`src/rtl/booth_pkg.sv`:
```
`default_nettype none
// ============================================================================
//  Module   : booth_pkg
//  Purpose  : Shared types and helpers for the radix-4 Booth multiplier slice
//  Revision : 1.0 - initial release
// ============================================================================
package booth_pkg;

   // Sequencer states
   typedef enum logic [1:0] {
      IDLE = 2'd0,
      LOAD = 2'd1,
      RUN  = 2'd2,
      DONE = 2'd3
   } booth_ctrl_state_t;

   // Radix-4 digit count: unsigned operands need one extra digit to absorb
   // the zero-extended MSB.
   function automatic int booth_iters(input int width, input logic is_signed);
      return is_signed ? (width / 2) : (width / 2 + 1);
   endfunction

endpackage
`default_nettype wire

```
`src/rtl/booth_iter_counter.sv`:
```
`default_nettype none
// ============================================================================
//  Module   : booth_iter_counter
//  Purpose  : Step counter for the Booth sequencer with synchronous clear and
//             a terminal-count flag compared against a runtime limit
//  Revision : 1.0 - initial release
// ============================================================================
module booth_iter_counter #(
   parameter int CNT_W = 4
) (
   input  logic             clk,
   input  logic             rst,
   input  logic             clr,
   input  logic             en,
   input  logic [CNT_W-1:0] limit,
   output logic [CNT_W-1:0] count,
   output logic             last
);

   localparam logic [CNT_W-1:0] c_ONE = {{(CNT_W-1){1'b0}}, 1'b1};

   logic [CNT_W-1:0] r_count;

   // Clear dominates increment so the sequencer can restart from zero at will
   always_ff @(posedge clk or posedge rst) begin
      if (rst) begin
         r_count <= '0;
      end else if (clr) begin
         r_count <= '0;
      end else if (en) begin
         r_count <= r_count + c_ONE;
      end
   end

   assign count = r_count;
   assign last  = (r_count == limit);

endmodule
`default_nettype wire

```
`src/rtl/booth_seq_ctrl.sv`:
```
`default_nettype none
// ============================================================================
//  Module   : booth_seq_ctrl
//  Purpose  : Sequencing FSM for the iterative radix-4 Booth multiplier.
//             Accepts operands, pulses load, issues one step strobe per
//             radix-4 digit and holds the result handshake until taken.
//  Revision : 1.0 - initial release
// ============================================================================
module booth_seq_ctrl
   import booth_pkg::*;
#(
   parameter  int WIDTH  = 16,
   localparam int ITER_U = WIDTH / 2 + 1,
   localparam int CNT_W  = $clog2(ITER_U + 1)
) (
   input  logic             clk,
   input  logic             rst,
   input  logic             in_valid,
   input  logic             in_signed,
   output logic             in_ready,
   input  logic             abort,
   output logic             load,
   output logic             step_en,
   output logic             signed_q,
   output logic [CNT_W-1:0] iter,
   output logic             busy,
   output logic             out_valid,
   input  logic             out_ready
);

   localparam int ITER_S = WIDTH / 2;
   localparam logic [CNT_W-1:0] c_LIM_S = CNT_W'(booth_iters(WIDTH, 1'b1) - 1);
   localparam logic [CNT_W-1:0] c_LIM_U = CNT_W'(booth_iters(WIDTH, 1'b0) - 1);

   booth_ctrl_state_t r_state;
   logic              r_signed_q;
   logic              r_load;
   logic              r_step_en;
   logic              r_busy;
   logic              r_out_valid;
   logic              r_in_ready;

   logic [CNT_W-1:0]  w_count;
   logic [CNT_W-1:0]  w_limit;
   logic              w_last;
   logic              w_clr;
   logic              w_en;

   // The counter only advances in RUN; any other state, an abort or the final
   // step returns it to zero so iter reads 0 whenever step_en is low.
   assign w_en    = (r_state == RUN);
   assign w_clr   = (r_state != RUN) || abort || w_last;
   assign w_limit = r_signed_q ? c_LIM_S : c_LIM_U;

   booth_iter_counter #(
      .CNT_W (CNT_W)
   ) u_iter_counter (
      .clk   (clk),
      .rst   (rst),
      .clr   (w_clr),
      .en    (w_en),
      .limit (w_limit),
      .count (w_count),
      .last  (w_last)
   );

   // State transitions and registered strobes; in_ready comes back one cycle
   // after re-entering IDLE, so no accept can happen on the way out of DONE.
   always_ff @(posedge clk or posedge rst) begin
      if (rst) begin
         r_state     <= IDLE;
         r_signed_q  <= 1'b0;
         r_load      <= 1'b0;
         r_step_en   <= 1'b0;
         r_busy      <= 1'b0;
         r_out_valid <= 1'b0;
         r_in_ready  <= 1'b1;
      end else begin
         r_load      <= 1'b0;
         r_step_en   <= 1'b0;
         r_out_valid <= 1'b0;
         case (r_state)
            IDLE: begin
               if (r_in_ready && in_valid) begin
                  r_state    <= LOAD;
                  r_signed_q <= in_signed;
                  r_in_ready <= 1'b0;
                  r_load     <= 1'b1;
                  r_busy     <= 1'b1;
               end else begin
                  r_in_ready <= 1'b1;
               end
            end
            LOAD: begin
               if (abort) begin
                  r_state <= IDLE;
                  r_busy  <= 1'b0;
               end else begin
                  r_state   <= RUN;
                  r_step_en <= 1'b1;
               end
            end
            RUN: begin
               if (abort) begin
                  r_state <= IDLE;
                  r_busy  <= 1'b0;
               end else if (w_last) begin
                  r_state     <= DONE;
                  r_out_valid <= 1'b1;
               end else begin
                  r_step_en <= 1'b1;
               end
            end
            DONE: begin
               if (abort || out_ready) begin
                  r_state <= IDLE;
                  r_busy  <= 1'b0;
               end else begin
                  r_out_valid <= 1'b1;
               end
            end
            default: begin
               r_state    <= IDLE;
               r_busy     <= 1'b0;
               r_in_ready <= 1'b0;
            end
         endcase
      end
   end

   assign in_ready  = r_in_ready;
   assign load      = r_load;
   assign step_en   = r_step_en;
   assign signed_q  = r_signed_q;
   assign iter      = w_count;
   assign busy      = r_busy;
   assign out_valid = r_out_valid;

endmodule
`default_nettype wire

```
`config.mk`:
```
export PLATFORM = sky130hd
export DESIGN_NAME = booth_seq_ctrl
export DESIGN_NICKNAME = d
export VERILOG_FILES = /design/src/rtl/booth_pkg.sv /design/src/rtl/booth_iter_counter.sv /design/src/rtl/booth_seq_ctrl.sv
export SDC_FILE = /design/constraint.sdc
export NUM_CORES = 1
export LEC_CHECK = 0
export CAP_MARGIN = 25
export CORE_UTILIZATION = 40
export DETAILED_ROUTE_END_ITERATION = 8
export GPL_TIMING_DRIVEN = 0
export PLACE_DENSITY = 0.67
export SLEW_MARGIN = 20
export SYNTH_ARGS = -nofsm -noshare
export SYNTH_HDL_FRONTEND = slang
export SYNTH_SLANG_ARGS = --single-unit
```
`constraint.sdc`:
```
create_clock -name clk -period 2 [get_ports clk]
set_clock_uncertainty 0.15 [all_clocks]
set_input_delay 0.2 -clock clk [delete_from_list [all_inputs] [get_ports clk]]
set_output_delay 0.2 -clock clk [all_outputs]
set_load 0.01 [all_outputs]
```
# Word-level counts from Yosys, hierarchy flattened
# Cells that the tools add are included.
# classes
eq_ne	9
mux	24
n_reduce_logical	10
n_addsub	1
# op_table
op	n
$mux W1	12
$mux W4	3
$mux W2	5
$pmux W2 S4	1
$ne A2 B2 Y1 const B	3
$reduce_and A3 Y1	2
$add A4 B1 Y4 const B	1
$eq A2 B2 Y1 const B	2
$eq A4 B4 Y1	1
$pmux W1 S2	2
$logic_or A1 B1 Y1	3
$ne A3 B3 Y1 const B	1
$pmux W1 S3	1
$eq A2 B1 Y1 const B	1
$logic_not A2 Y1	1
$ne A2 B1 Y1 const B	1
$reduce_and A2 Y1	1
$reduce_bool A2 Y1	1
$reduce_or A2 Y1	1
$logic_and A1 B1 Y1	1
# totals
input_bits	6
regBits	12
elab_cells	52

# Longest topological paths before layout
# Gate-level depths: netlist (run 1).
# depth
word_depth	5
mapped_depth	6
depth_no_buf	6

# Modules after synthesis
# A second synthesis (run 1) with hierarchy kept.
# hier_totals
cells_unflattened	62
area_unflattened_um2	671.9
# by_module_without_submodules
module	instances	area_per_inst_um2	seq_area_each_um2	cells_each
booth_seq_ctrl	1	434.2	201.4	40
booth_iter_counter	1	237.7	100.1	22

# Worst setup path after synthesis (run 1)
# OpenSTA, ideal clock, no wires.
# synth_path
path_kind	reg2reg
start	register u_iter_counter.r_count[1] (netlist: u_iter_counter.count[1])
end	register r_state[1]
synth_period_minus_slack_ns	1.627
t_required_ns	1.728
path_buffers	0
arrival_time_ns	1.355
path_stages_with_launch	5
setup_slack_ns	0.373
path_cell_list	dfrtp_1 or3_4 o221ai_4 nand2_2 a32o_1
# synth_between
elab_chain_len	3
# synth_rtl
element	line	text
start: declaration	booth_iter_counter.sv:22	logic [CNT_W-1:0] r_count;
start signal: assignment	booth_iter_counter.sv:31	r_count <= r_count + c_ONE;
$eq A4 B4 Y1	booth_iter_counter.sv:36	assign last = (r_count == limit);
$ne A3 B3 Y1 (no line)	-	
$reduce_and A3 Y1 (no line)	-	
end signal: assignment	booth_seq_ctrl.sv:71	r_state <= IDLE;
end signal: assignment	booth_seq_ctrl.sv:85	r_state <= LOAD;
end signal: assignment	booth_seq_ctrl.sv:96	r_state <= IDLE;
end: declaration	booth_seq_ctrl.sv:35	booth_ctrl_state_t r_state;
# No other way between the ends.
# A chain may end at the register's enable or synchronous reset.

# Worst setup path after layout (run 1)
# layout_path
start	register r_state[0]
end	register r_busy (netlist: busy)
# layout_between
elab_chain_len	4
# layout_rtl
element	line	text
$eq A2 B1 Y1 / $eq A2 B2 Y1 (equally long branches)	booth_seq_ctrl.sv:82	case (r_state)
$reduce_or A2 Y1 (no line)	-	
$ne A2 B1 Y1 (no line)	-	
$reduce_and A3 Y1 (no line)	-	
end signal: assignment	booth_seq_ctrl.sv:75	r_busy <= 1'b0;
end signal: assignment	booth_seq_ctrl.sv:89	r_busy <= 1'b1;
end signal: assignment	booth_seq_ctrl.sv:97	r_busy <= 1'b0;
end: declaration	booth_seq_ctrl.sv:39	logic r_busy;
# Several ways; a longest one is shown, not always the timed one.

==> impl_metrics.ini, run 1 <==
[run_status]
outcome = finished clean

[logic_synthesis]
mappedNetlistNets = 69
synth-seq-area-share = 0.4725
yosys_warnings = 0
yosysUniqueCellTypes = 24
synth.ff_latch_count = 12
synth_area_per_cell_um2 = 11.19
netlist_area_um2 = 638.1
netlist_instances = 57

[die]
rows = 14
die_area_um2 = 1759
die_h_um = 41.94
start_util = 0.4236
die_w_um = 41.94
core_area_um2 = 1506
ioPinCount = 16

[clocking]
tritoncts = yes
htree_levels = 1
cts_setup_buffers = 0
clock_latency_ns = 0.28
hold_buffers = 0
clk_pin_slew_ns = 0.08
numCtsBuffers = 3
cts_sinks = 12
cts_root_buf = clkbuf_4
cts.repair.resized = 0
cts.path.max_buffers = 2

[global_route]
antenna_found_initial = 0
grt-ovfl-total = 0
grt_pass1_wl_um = 1883
grt_max_degree = 13
grt_pass1_vias = 442
gr-usage-all-layers = 0.1510

[cells_and_area]
final_net_count = 89
syn2layout_area_growth_pct = 30.78
drive_above_1_share = 0.1316
layout_commonest_cell = clkdlybuf4s50_1
n_antenna_cell = 0
nFillCells = 145
final_cells = 92
layout_common_cells = clkdlybuf4s50_1 (15), dfrtp_1 (11), nor2_1 (7)

[critical_path]
arrival_ns = 1.80
reg2reg_from = r_state[0]$_DFFE_PP0P_
critPathLaunchType = register
path_class = register to register
cp-end-kind = register
worst-r2r-cell-count = 5
crit_start = r_state[0]$_DFFE_PP0P_
cp_max_fo = 4
required_ns = 2.02

[route]
drt_iter0_drc = 5
wl_per_cell_um = 11.66
ant_nets = 0
wl_um = 1073
dr_total_vias = 470
drt_pass1_iterations = 4
drc = 0
detail_route.vias_per_cell = 5.109

[timing]
setup_viol = 0
hold_viol_final = 0
fin_crit_ns = 1.784
fmaxAchievable_mhz = 560.6
timing.slew.headroom = 0.7026
fin_crit_sh = 0.8920
slew_viol_final = 0
rsz0062_at_grt = false
finalSetupTns_ns = 0
tightest_slew_ns = 0.4455

[place]
portBuffers = 15
place.gp.congestion = 0.7368
dp_cells = 88
dp_hpwl_um = 842

[power]
vdd_drop_max_mv = 0.4973
p_leak_uw = 0.0003786
power_density_nw_per_um2 = 1171

[run]
maxCapViolCount = 0

[hold_path]
hp-class = input pin to asynchronous set/reset pin
## kinds of logic after synthesis
family / Yosys count / share of synthesized area
and+or+nand+nor: 21 / 0.1981
adders and majority gates: 6 / 0.1176
buffers and inverters: 6 / 0.03529
DFF: 12 / 0.4726
muxes: 2 / 0.03529
xor gates and xnor gates: 2 / 0.02746
AOI/OAI and AO/OA: 8 / 0.1137
## path summary, 6_finish.rpt
path / slack (ns) / endpoint
worst max-delay path: 0.22 / busy$_DFFE_PP0P_
worst min-delay path: 0.06 / busy$_DFFE_PP0P_
worst max register to register: 0.22 / busy$_DFFE_PP0P_
worst min register to register: 0.36 / in_ready$_DFFE_PP1N_
max in group asynchronous: 1.28 / in_ready$_DFFE_PP1N_
min in group clk: 0.36 / in_ready$_DFFE_PP1N_
## cell type report
cell class	instances	area, µm²	share of cell area
clock buffer	4	26.28	0.03148
multi-input combinational	39	314.1	0.3763
timing repair buffer	15	150.1	0.1799
inverter	6	22.52	0.02699
sequential	12	301.5	0.3613
tap	16	20.02	0.02399
## layer usage
layer  vias up  wire, µm  global-route usage
met3         4        26             0.02609
met2         8       481              0.2031
li1        233         -                   -
met5         -         0                   0
met1       225       524              0.2039
met4         0        40              0.1355
## through the flow
stage                 util  hold slack, ns  cell area (µm²)  setup slack [ns]  power (µW)
finish              0.5540         0.06281            834.6            0.2160       977.0
global route        0.5540          0.1346            834.6            0.1234        1059
CTS                 0.5540         0.08284            834.6            0.2033       988.7
detailed placement  0.5365          0.3448            808.3           0.09981       830.8
global placement    0.5365          0.3393            808.3           0.08027       817.8
floorplan                -        -0.08602            638.1            0.3730       658.3
## cells in the mapped netlist
cell,n,area share
o21ai_0,2,0.016
dfrtp_1,11,0.43
and3_1,1,0.0098
o221ai_4,1,0.041
nor2b_1,1,0.0098
dfstp_2,1,0.041
a21oi_1,2,0.016
nand2b_1,4,0.039
inv_1,6,0.035
and3_2,1,0.012
ha_1,6,0.12
mux2_2,2,0.035
a32o_1,1,0.016
nand4bb_1,1,0.018
nand3_1,1,0.0078
nor4bb_1,1,0.016
xnor2_1,2,0.027
nor3b_1,1,0.012
a22oi_1,1,0.012
nand2_1,1,0.0059
nand2_2,1,0.0098
a2bb2oi_1,1,0.014
or3_4,1,0.018
nor2_1,7,0.041
## where the power goes
group	total (µW)	internal [µW]	switching, µW
Combinational	446	234	211
Sequential	374	322	52.0
Clock	158	77.3	80.4
Total	977	633	344
## registers in the layout (all words and copies together), names as in the netlist
signal	count
out_valid	1
in_ready	1
step_en	1
r_state	2
busy	1
load	1
signed_q	1
u_iter_counter.count	4
## worst max-delay path: stages, from the launching register on
cell and delay (ns):
dfrtp_1 0.40, ha_1 0.20, nor3b_1 0.14, a21oi_1 0.32, o21ai_0 0.18, mux2_2 0.30
(Power assumes the default switching activity.)
==> inputs of run 2 (changes only) <==
- CORE_MARGIN: not set -> 2
==> run 2 against run 1 <==
  * Largest cell class unchanged
  * Critical path type unchanged
  * Critical path depth stayed put
  * Worst hold slack improved by 0.021 ns
  * Routed wire length increased by 9.8%
  * Sequential share of layout area down 0.43 points
==> impl_metrics.ini, run 2 (synthesized netlist as in run 1, its figures left out) <==
[run_status]
outcome = finished clean

[place]
dp_hpwl_um = 898.4
portBuffers = 15
place.gp.congestion = 0.7989

[clocking]
tritoncts = yes
cts_root_buf = clkbuf_4
cts.repair.resized = 0
cts_setup_buffers = 0
numCtsBuffers = 3
hold_buffers = 0
cts.path.max_buffers = 2
cts_sinks = 12
clock_latency_ns = 0.27
clk_pin_slew_ns = 0.08
htree_levels = 1

[cells_and_area]
syn2layout_area_growth_pct = 32.35
drive_above_1_share = 0.1447
largest_register_ffs = 4
n_antenna_cell = 0
layout_common_cells = clkdlybuf4s50_1 (15), dfrtp_1 (11), nor2_1 (7)
layout_commonest_cell = clkdlybuf4s50_1
nFillCells = 132
final_net_count = 89

[timing]
holdWs_ns = 0.08387
finalSetupTns_ns = 0
fin_crit_ns = 1.809
slew_viol_final = 0
rsz0062_at_grt = false
timing.slew.headroom = 0.6930
hold_viol_final = 0
fmaxAchievable_mhz = 552.9
tightest_slew_ns = 0.4600
setup_viol = 0
fin_crit_sh = 0.9043

[critical_path]
required_ns = 2.01
cpMaxStageDelayCell = dfrtp_1
cp-end-kind = register
critPathLaunchType = register
worst-r2r-cell-count = 5
path_cells = ha_1 > nor3b_1 > a21oi_1 > o21ai_0 > mux2_2
max_stage_delay_ns = 0.42
arrival_ns = 1.82
path_class = register to register
cp_max_fo = 4

[global_route]
grt_pass1_wl_um = 2173
antenna_found_initial = 0
grt_pass1_vias = 495
grt_max_degree = 13
gr-usage-all-layers = 0.1601
grt-ovfl-total = 0

[route]
drt_pass1_iterations = 4
dr_total_vias = 462
drc = 0
detail_route.vias_per_cell = 5.022
drt_iter0_drc = 8
ant_nets = 0
wl_um = 1178
wl_per_cell_um = 12.80

[die]
die_h_um = 43.94
ioPinCount = 16
core_area_um2 = 1506
rows = 14
die_area_um2 = 1931
die_w_um = 43.94
start_util = 0.4236

[power]
power_density_nw_per_um2 = 1207
vdd_drop_max_mv = 0.9312
p_leak_uw = 0.0003846

[run]
maxCapViolCount = 0

[hold_path]
hp-class = input pin to asynchronous set/reset pin
[run 2: worst max-delay path: cells and delay by family (launching register included)]
kind,cells,cell delay [ns]
flip-flops,1,0.42
AO/OA/AOI/OAI,2,0.51
adder cells (fa/ha/maj),1,0.19
AND/OR/NAND/NOR,1,0.14
multiplexers,1,0.29
[run 2: through the flow]
stage,total power (µW),utilization,setup WS (ns),instances,cell area (µm²)
floorplan,658.3,-,0.3730,57,638.1
global placement,817.3,0.5365,0.09338,88,808.3
detailed placement,829.8,0.5365,0.09178,88,808.3
CTS,1024,0.5606,0.2165,92,844.6
global route,1107,0.5606,0.06552,92,844.6
finish,1019,0.5606,0.1915,92,844.6
[run 2: power by group]
part	switching (µW)	total (µW)	leakage (µW)	internal, µW
sequential	55.7	377	0.000156	322
combinational	217	451	0.000208	234
clock	80.7	191	0.0000210	111
total	353	1020	0.000385	666
[run 2: metal layers]
metal | up-vias | GRT usage | part of all wire
li1 | 231 | - | -
met1 | 220 | 0.1937 | 0.47
met2 | 11 | 0.2441 | 0.48
met3 | 0 | 0.07917 | 0.047
met4 | 0 | 0.06061 | 0
met5 | - | 0 | 0
[run 2: layout make-up]
cell class / instances / area [µm²] / area share
Clock buffer: 4 / 36.28 / 0.04296
Multi-Input combinational cell: 39 / 314.1 / 0.3719
Sequential cell: 12 / 301.5 / 0.3570
Tap cell: 16 / 20.02 / 0.02370
Inverter: 6 / 22.52 / 0.02667
Timing Repair Buffer: 15 / 150.1 / 0.1778
[run 2: worst paths after layout]
check / slack, ns / endpoint / from
worst max register to register: 0.19 / busy$_DFFE_PP0P_ / r_state[1]$_DFFE_PP0P_
min in group clk: 0.35 / in_ready$_DFFE_PP1N_ / in_ready$_DFFE_PP1N_
worst max-delay path: 0.19 / busy$_DFFE_PP0P_ / r_state[1]$_DFFE_PP0P_
worst min-delay path: 0.08 / u_iter_counter.count[0]$_DFFE_PP0P_ / rst
worst min register to register: 0.35 / in_ready$_DFFE_PP1N_ / in_ready$_DFFE_PP1N_
max in group asynchronous: 1.27 / in_ready$_DFFE_PP1N_ / rst
